**config.mk**
```make
export PLATFORM = sky130hd
export DESIGN_NAME = onebit_comparator
export DESIGN_NICKNAME = d
export VERILOG_FILES = /design/src/rtl/onebit_comparator.sv
export SDC_FILE = /design/constraint.sdc
export NUM_CORES = 1
export LEC_CHECK = 0
export ABC_CLOCK_PERIOD_IN_PS = 840
export BUFFER_PORTS_ARGS = -buffer_cell sky130_fd_sc_hd__buf_4
export CORE_AREA = 3 3 40 42
export CTS_CLUSTER_DIAMETER = 150
export DETAILED_ROUTE_END_ITERATION = 10
export DIE_AREA = 0 0 43 45
export PLACE_DENSITY_LB_ADDON = 0.05
export SETUP_SLACK_MARGIN = 0.05
export SYNTH_ARGS = -nofsm -noshare
export SYNTH_HDL_FRONTEND = slang
export SYNTH_SLANG_ARGS = --single-unit
```
**constraint.sdc**
```tcl
create_clock -name clk -period 0.84 [get_ports clk]
set_input_delay 0 -clock clk [delete_from_list [all_inputs] [get_ports clk]]
set_output_delay 0 -clock clk [all_outputs]
set_load 0.02 [all_outputs]
```
**src/rtl/onebit_comparator.sv**
```systemverilog
// Single-bit magnitude comparator stage with cascade inputs.
// Stages chain from MSB to LSB. A stage's cascade inputs come from the
// eq/gre/less outputs of the more-significant stage.
module onebit_comparator #(
  parameter int unsigned CASCADE_EN = 1,
  parameter int unsigned OUT_REG    = 1
) (
  input  logic clk,
  input  logic rst_n,
  input  logic a,
  input  logic b,
  input  logic in_valid,
  input  logic casc_eq,
  input  logic casc_gt,
  input  logic casc_lt,
  output logic eq,
  output logic gre,
  output logic less,
  output logic out_valid
);

  logic casc_eq_eff;
  logic casc_gt_eff;
  logic casc_lt_eff;
  logic eq_l;
  logic gt_l;
  logic lt_l;
  logic eq_d;
  logic gt_d;
  logic lt_d;

  // A stage with cascading disabled behaves as the most-significant stage.
  if (CASCADE_EN != 0) begin : g_casc
    assign casc_eq_eff = casc_eq;
    assign casc_gt_eff = casc_gt;
    assign casc_lt_eff = casc_lt;
  end else begin : g_no_casc
    assign casc_eq_eff = 1'b1;
    assign casc_gt_eff = 1'b0;
    assign casc_lt_eff = 1'b0;
  end

  // Local bit compare, then cascade priority gt > lt > eq.
  // An all-low cascade code gives no result.
  always_comb begin
    eq_l = ~(a ^ b);
    gt_l = a & ~b;
    lt_l = ~a & b;
    eq_d = 1'b0;
    gt_d = 1'b0;
    lt_d = 1'b0;
    if (casc_gt_eff) begin
      gt_d = 1'b1;
    end else if (casc_lt_eff) begin
      lt_d = 1'b1;
    end else if (casc_eq_eff) begin
      eq_d = eq_l;
      gt_d = gt_l;
      lt_d = lt_l;
    end
  end

  if (OUT_REG != 0) begin : g_reg
    logic eq_q;
    logic gt_q;
    logic lt_q;
    logic valid_q;

    // The result is captured only on valid cycles. out_valid marks a fresh result.
    always_ff @(posedge clk or negedge rst_n) begin
      if (!rst_n) begin
        eq_q    <= 1'b0;
        gt_q    <= 1'b0;
        lt_q    <= 1'b0;
        valid_q <= 1'b0;
      end else begin
        valid_q <= in_valid;
        if (in_valid) begin
          eq_q <= eq_d;
          gt_q <= gt_d;
          lt_q <= lt_d;
        end
      end
    end

    assign eq        = eq_q;
    assign gre       = gt_q;
    assign less      = lt_q;
    assign out_valid = valid_q;
  end else begin : g_comb
    assign eq        = eq_d;
    assign gre       = gt_d;
    assign less      = lt_d;
    assign out_valid = in_valid;
  end

endmodule

```
==> results of run 1 <==
[metrics by stage]
| stage | utilization [%] | cell area (sq um) |
|---|---|---|
| floorplan | - | 201 |
| global placement | 24.1 | 310 |
| detailed placement | 24.1 | 310 |
| CTS | 28.0 | 360 |
| global route | 28.6 | 368 |
| finish | 28.6 | 368 |
[power groups by stage]
stage | combinational [uW] | clock [uW] | sequential (uW)
6_report | 117 | 263 | 216
5_1_grt | 130 | 299 | 218
4_1_cts | 115 | 276 | 214
3_5_place_dp | 106 | 0 | 216
3_3_place_gp | 106 | 0 | 216
2_1_floorplan | 24.3 | 0 | 233
[per-layer routing]
layer | vias to the layer above | share of wire (%)
met5 | - | 0
met4 | 0 | 1.2
met3 | 2 | 17
met2 | 12 | 42
met1 | 80 | 39
li1 | 91 | -
[registers in the layout, summed over array words and instances, names as in the netlist]
signal,cells
less,1
gre,1
eq,1
out_valid,1
[Yosys cell counts]
| library cell | n | area share (%) |
|---|---|---|
| o22ai_1 | 1 | 3.1 |
| mux2_4 | 1 | 7.5 |
| nand2b_1 | 1 | 3.1 |
| o22a_1 | 1 | 4.4 |
| a21oi_1 | 1 | 2.5 |
| dfrtp_1 | 4 | 50 |
| and4bb_1 | 1 | 6.2 |
| ha_1 | 2 | 12 |
| and3b_2 | 1 | 5.0 |
| inv_1 | 3 | 5.6 |
[layout make-up]
cell class,count,area [sq um]
flip-flops and latches,4,101
fillers,140,917
repair buffers,14,121
multi-input cells,9,88.8
clock buffers,4,26.3
well taps,15,18.8
inverters,3,11.3
[path summary, 6_finish.rpt]
check,to,start,slack [ns]
setup / recovery,eq$_DFFE_PN0P_,eq$_DFFE_PN0P_,0.06
hold / removal,less$_DFFE_PN0P_,in_valid,0.007
setup reg to reg,eq$_DFFE_PN0P_,eq$_DFFE_PN0P_,0.06
hold reg to reg,gre$_DFFE_PN0P_,gre$_DFFE_PN0P_,0.53
max in group asynchronous,less$_DFFE_PN0P_,rst_n,0.64
min in group asynchronous,out_valid$_DFF_PN0_,rst_n,0.09
[timing repair]
item / in CTS / in global routing
resized for setup: 1 / 2
setup endpoints to repair: 1 / 4
endpoints found under the hold margin: 5 / 0
hold buffers: 2 / 0
[logic make-up (layout without fill, tap and decap cells)]
| logic type | Yosys count | after routing | share of synthesized area, % |
|---|---|---|---|
| AOI/OAI and AO/OA | 3 | 3 | 10.0 |
| adders and majority gates | 2 | 2 | 12.5 |
| DFF | 4 | 4 | 50.0 |
| buffers and inverters | 3 | 21 | 5.62 |
| and+or+nand+nor | 3 | 3 | 14.4 |
| muxes | 1 | 1 | 7.50 |
[cells in the final DEF, fill, tap and decap left out, drive strengths merged]
master	instances
buf	12
clkbuf	4
dfrtp	4
inv	3
ha	2
dlygate4sd3	2
and3b	1
nand2b	1
o22a	1
a21oi	1
o22ai	1
and4bb	1
mux2	1
==> impl_metrics.env, run 1 <==
export IMPL_internal_power_uw=457
export IMPL_dp_cells=43
export IMPL_ir_worst_vdd_v=0.000334
export IMPL_rows=13
export IMPL_ys_ff_latch=4
export IMPL_gr_usage_met1_pct=5.58
export IMPL_path_cells="mux2_4"
export IMPL_worst_slew_pin_slew_ns=0.124
export IMPL_start_kind="flip-flop"
export IMPL_finalPower_uw=596
export IMPL_portBuffers=11
export IMPL_cp_required_ns=0.96
export IMPL_netlist_instances=16
export IMPL_ant_nets=0
export IMPL_critPathBufInv=0
export IMPL_drive_gt1_share_pct=52.9
export IMPL_crit_fanout=2
export IMPL_rsz0062_at_grt="true"
export IMPL_wl_um=420
export IMPL_cp_end_kind="flip-flop"
export IMPL_clk_pin_slew_worst_paths_ns=0.04
export IMPL_crit_family="flip-flops"
export IMPL_drv_slew=0
export IMPL_use_met2_pct=7.78
export IMPL_h_tree_depth=1
export IMPL_leakagePower_uw=0.000191
export IMPL_dieArea_sq_um=1940
export IMPL_dieHeight_um=45
export IMPL_layout_cells_non_filler=49
export IMPL_swShare_pct=23.4
export IMPL_yosysSeqAreaShare_pct=50.0
export IMPL_finalSetupTns_ns=0
export IMPL_critPathMaxStageDelay_ns=0.41
export IMPL_setup_viol=0
export IMPL_maxCapViolCount=0
export IMPL_gp_congestion=0.569
export IMPL_hpwlAfterDp_um=366
export IMPL_globalRouteTotalUtil_pct=6.26
export IMPL_cts_setup_buffers=0
export IMPL_clock_root_buffer="clkbuf_4"
export IMPL_cts_buffer_depth=2
export IMPL_route_vias_total=185
export IMPL_num_io_pins=12
export IMPL_p_seq_share_pct=36.2
export IMPL_syn_num_nets=26
export IMPL_fin_crit_ns=0.785
export IMPL_antennaDiodeCount=0
export IMPL_grt_busiest_layer="met2"
export IMPL_fp_dieW_um=43
export IMPL_min_delay_path_depth=2
export IMPL_slew_headroom_pct=91.7
export IMPL_synthesis_area_sq_um=200
export IMPL_avgRoutedWirePerCell_um=8.57
export IMPL_holdWs_ns=0.00728
export IMPL_critical_path_slowest_cell="dfrtp_2"
export IMPL_use_met3_pct=6.77
export IMPL_drc=0
export IMPL_start_util_pct=15.6
export IMPL_hold_path_class="input port to flip-flop"
export IMPL_reg2reg_depth=1
export IMPL_post_route_period_util_pct=93.4
export IMPL_crit_type="flip-flop to flip-flop"
export IMPL_numCtsBuffers=3
export IMPL_status="completed"
export IMPL_area_growth_pct=83.8
export IMPL_antenna_found_initial=0
export IMPL_final_hold_viol_count=0
export IMPL_arrival_ns=0.91
export IMPL_fmax_ghz=1.27
export IMPL_ys_warn_count=0
export IMPL_p_per_area_nw_per_um2=1620
export IMPL_synth_cell_types=10
export IMPL_place_ws_ns=-0.114
export IMPL_switchingPower_uw=139
export IMPL_power_frac_comb_pct=19.7
export IMPL_grt_max_degree=6
export IMPL_grt_pass1_wl_um=779
export IMPL_clock_latency_ns=0.24
export IMPL_grt_ovfl_total=0
export IMPL_avgViaCountPerCell=3.78
export IMPL_finClkSkew_ns=0
export IMPL_power_share_clock_pct=44.1
export IMPL_worst_slack_ns=0.0553
export IMPL_syn_avg_cell_area_sq_um=12.5
export IMPL_cts_tree="yes"
export IMPL_core_area_sq_um=1280
export IMPL_nets=45
export IMPL_dr_pass1_iters=1
export IMPL_first_iter_violations=0
export IMPL_grt_pass1_vias=198
export IMPL_cts_sinks=4
export IMPL_crit_cells=1
No activity file was read; power rests on OpenSTA's default activity.
==> run 2: changes to the inputs <==
--- a/config.mk
+++ b/config.mk
@@ -7,2 +7,3 @@
 export LEC_CHECK = 0
+export ABC_AREA = 1
 export ABC_CLOCK_PERIOD_IN_PS = 840
--- a/constraint.sdc
+++ b/constraint.sdc
@@ -3,2 +3,2 @@
 set_output_delay 0 -clock clk [all_outputs]
-set_load 0.02 [all_outputs]
+set_load 0.05 [all_outputs]
==> impl_metrics.env, run 2 <==
export IMPL_clock_latency_ns=0.24
export IMPL_crit_family="flip-flops"
export IMPL_synth_top_area_cell="dfrtp_1"
export IMPL_cp_end_kind="output pin"
export IMPL_post_route_period_util_pct=94.7
export IMPL_crit_type="flip-flop to output pin"
export IMPL_critPathBufInv=1
export IMPL_internal_power_uw=461
export IMPL_fin_crit_ns=0.795
export IMPL_power_share_clock_pct=41.2
export IMPL_synth_cell_types=10
export IMPL_fmax_ghz=1.26
export IMPL_syn_num_nets=34
export IMPL_p_per_area_nw_per_um2=1690
export IMPL_numCtsBuffers=3
export IMPL_cts_buffer_depth=2
export IMPL_power_frac_comb_pct=25.0
export IMPL_antennaDiodeCount=0
export IMPL_critical_path_slowest_cell="dfrtp_2"
export IMPL_grt_pass1_wl_um=724
export IMPL_p_seq_share_pct=33.8
export IMPL_n_fill_cell=147
export IMPL_ys_ff_latch=4
export IMPL_status="completed"
export IMPL_avgRoutedWirePerCell_um=8.35
export IMPL_hpwlAfterDp_um=405
export IMPL_multiInputGateArea_sq_um=81.3
export IMPL_ff2ff_setup_slack_ns=0.09
export IMPL_hp_start="casc_gt"
export IMPL_antenna_found_initial=0
export IMPL_r2r_end="less$_DFFE_PN0P_"
export IMPL_ys_warn_count=0
export IMPL_clock_root_buffer="clkbuf_4"
export IMPL_layout_common_cells="buf_4, nand2_1, inv_1"
export IMPL_drc=0
export IMPL_worst_slew_pin_slew_ns=0.117
export IMPL_area_growth_pct=90.0
export IMPL_fp_dieW_um=43
export IMPL_critPathMaxStageDelay_ns=0.41
export IMPL_gp_congestion=0.690
export IMPL_maxCapViolCount=0
export IMPL_hold_path_class="input port to flip-flop"
export IMPL_synthesis_area_sq_um=200
export IMPL_grt_ovfl_total=0
export IMPL_clk_pin_slew_worst_paths_ns=0.04
export IMPL_slew_headroom_pct=92.1
export IMPL_syn_avg_cell_area_sq_um=8.34
export IMPL_wl_um=476
export IMPL_grt_pass1_vias=190
export IMPL_yosysTopAreaCellShare_pct=50.0
export IMPL_finalPower_uw=644
export IMPL_hold_path_end="less$_DFFE_PN0P_"
export IMPL_cts_sinks=4
export IMPL_setup_viol=0
export IMPL_rows=13
export IMPL_dieArea_sq_um=1940
export IMPL_h_tree_depth=1
export IMPL_async_flop_share_pct=100
export IMPL_nets=53
export IMPL_rsz0062_at_grt="true"
export IMPL_yosysSeqAreaShare_pct=50.0
export IMPL_finalSetupTns_ns=0
export IMPL_portBuffers=11
export IMPL_final_hold_viol_count=0
export IMPL_start_kind="flip-flop"
export IMPL_min_delay_path_depth=4
export IMPL_netlist_instances=24
export IMPL_core_area_sq_um=1280
export IMPL_synthTopCellsByArea="dfrtp_1, nand2_1, ha_1, inv_1, nand3_1"
export IMPL_switchingPower_uw=182
export IMPL_num_io_pins=12
export IMPL_ys_flop_type="dfrtp_1"
export IMPL_avgViaCountPerCell=3.54
export IMPL_final_common_cell="buf_4"
export IMPL_globalRouteTotalUtil_pct=5.43
export IMPL_drv_slew=0
export IMPL_holdWs_ns=0.0179
export IMPL_finClkSkew_ns=0
export IMPL_cts_tree="yes"
export IMPL_synth_commonest_cells="nand2_1, dfrtp_1, inv_1, ha_1, nand3_1"
export IMPL_dr_pass1_iters=1
export IMPL_drive_gt1_share_pct=47.6
export IMPL_dieHeight_um=45
export IMPL_path_cells="buf_8"
export IMPL_arrival_ns=0.80
export IMPL_swShare_pct=28.3
export IMPL_leakagePower_uw=0.000199
export IMPL_first_iter_violations=0
export IMPL_synth_edf_count=0
export IMPL_start_util_pct=15.6
export IMPL_fin_util_pct=29.6
export IMPL_crit_fanout=2
export IMPL_cp_required_ns=0.84
export IMPL_grt_max_degree=5
export IMPL_reg2reg_depth=3
export IMPL_worstReg2RegStart="less$_DFFE_PN0P_"
export IMPL_ir_worst_vdd_v=0.000462
export IMPL_yosysMostFrequentCell="nand2_1"
export IMPL_seq_area_sq_um=104
export IMPL_route_vias_total=202
export IMPL_ant_nets=0
==> run 2: cell types whose count changed after synthesis, sizes merged, moves of 2 or more <==
cell / change
inv: +2
nand2: +7
nor2: +2
nand3: +2
==> run 2: what timing repair did <==
item,4_1_cts,5_1_grt
setup buffers,1,0
setup endpoints to repair,3,5
resized for setup,4,2
hold endpoints to repair,5,0
hold buffers,2,0
==> run 2: worst max-delay path by stage <==
| stage | from | end | slack [ns] | depth (start not counted) |
|---|---|---|---|---|
| 6_report | less$_DFFE_PN0P_ | less | 0.04 | 1 |
| 5_1_grt | less$_DFFE_PN0P_ | less | 0.02 | 1 |
| 4_1_cts | less$_DFFE_PN0P_ | less | 0.04 | 1 |
| 3_5_place_dp | a | eq$_DFFE_PN0P_ | 0.16 | 5 |
| 3_3_place_gp | a | eq$_DFFE_PN0P_ | 0.18 | 5 |
| 2_1_floorplan | gre$_DFFE_PN0P_ | gre$_DFFE_PN0P_ | 0.06 | 2 |
==> run 2: layout make-up <==
class / instances / area share, %
multi-input cells: 15 / 21.4
repair buffers: 14 / 33.9
inverters: 5 / 5.59
clock buffers: 4 / 6.91
flip-flops and latches: 4 / 27.3
well taps: 15 / 4.93
==> run 2: routing by layer <==
metal,track usage (%),wire [um]
met5,0,0
met4,7.23,0
met3,1.59,41
met2,6.59,234
met1,6.57,199
==> run 2: per-stage QoR <==
step / std cells / worst slack, ns / area [sq um]
3_5_place_dp: 50 / 0.160 / 305
4_1_cts: 57 / 0.0371 / 374
6_report: 57 / 0.0447 / 380
5_1_grt: 57 / 0.0198 / 380
3_3_place_gp: 50 / 0.182 / 305
2_1_floorplan: 24 / 0.0595 / 204
==> run 2: logic make-up (layout without fill, tap and decap cells) <==
logic type / count (synthesis) / count (layout) / share of synthesized area, %
flops: 4 / 4 / 50.0
fa+ha+maj: 2 / 2 / 12.5
buf+inv: 5 / 23 / 9.37
simple gates: 11 / 11 / 23.1
compound gates: 2 / 2 / 5.00
==> run 2: power by group through the flow <==
stage,Clock [uW],Sequential (uW),Combinational (uW)
floorplan,0,265,25.7
finish,265,218,161
global placement,0,218,135
global route,288,220,171
detailed placement,0,218,136
CTS,279,218,160
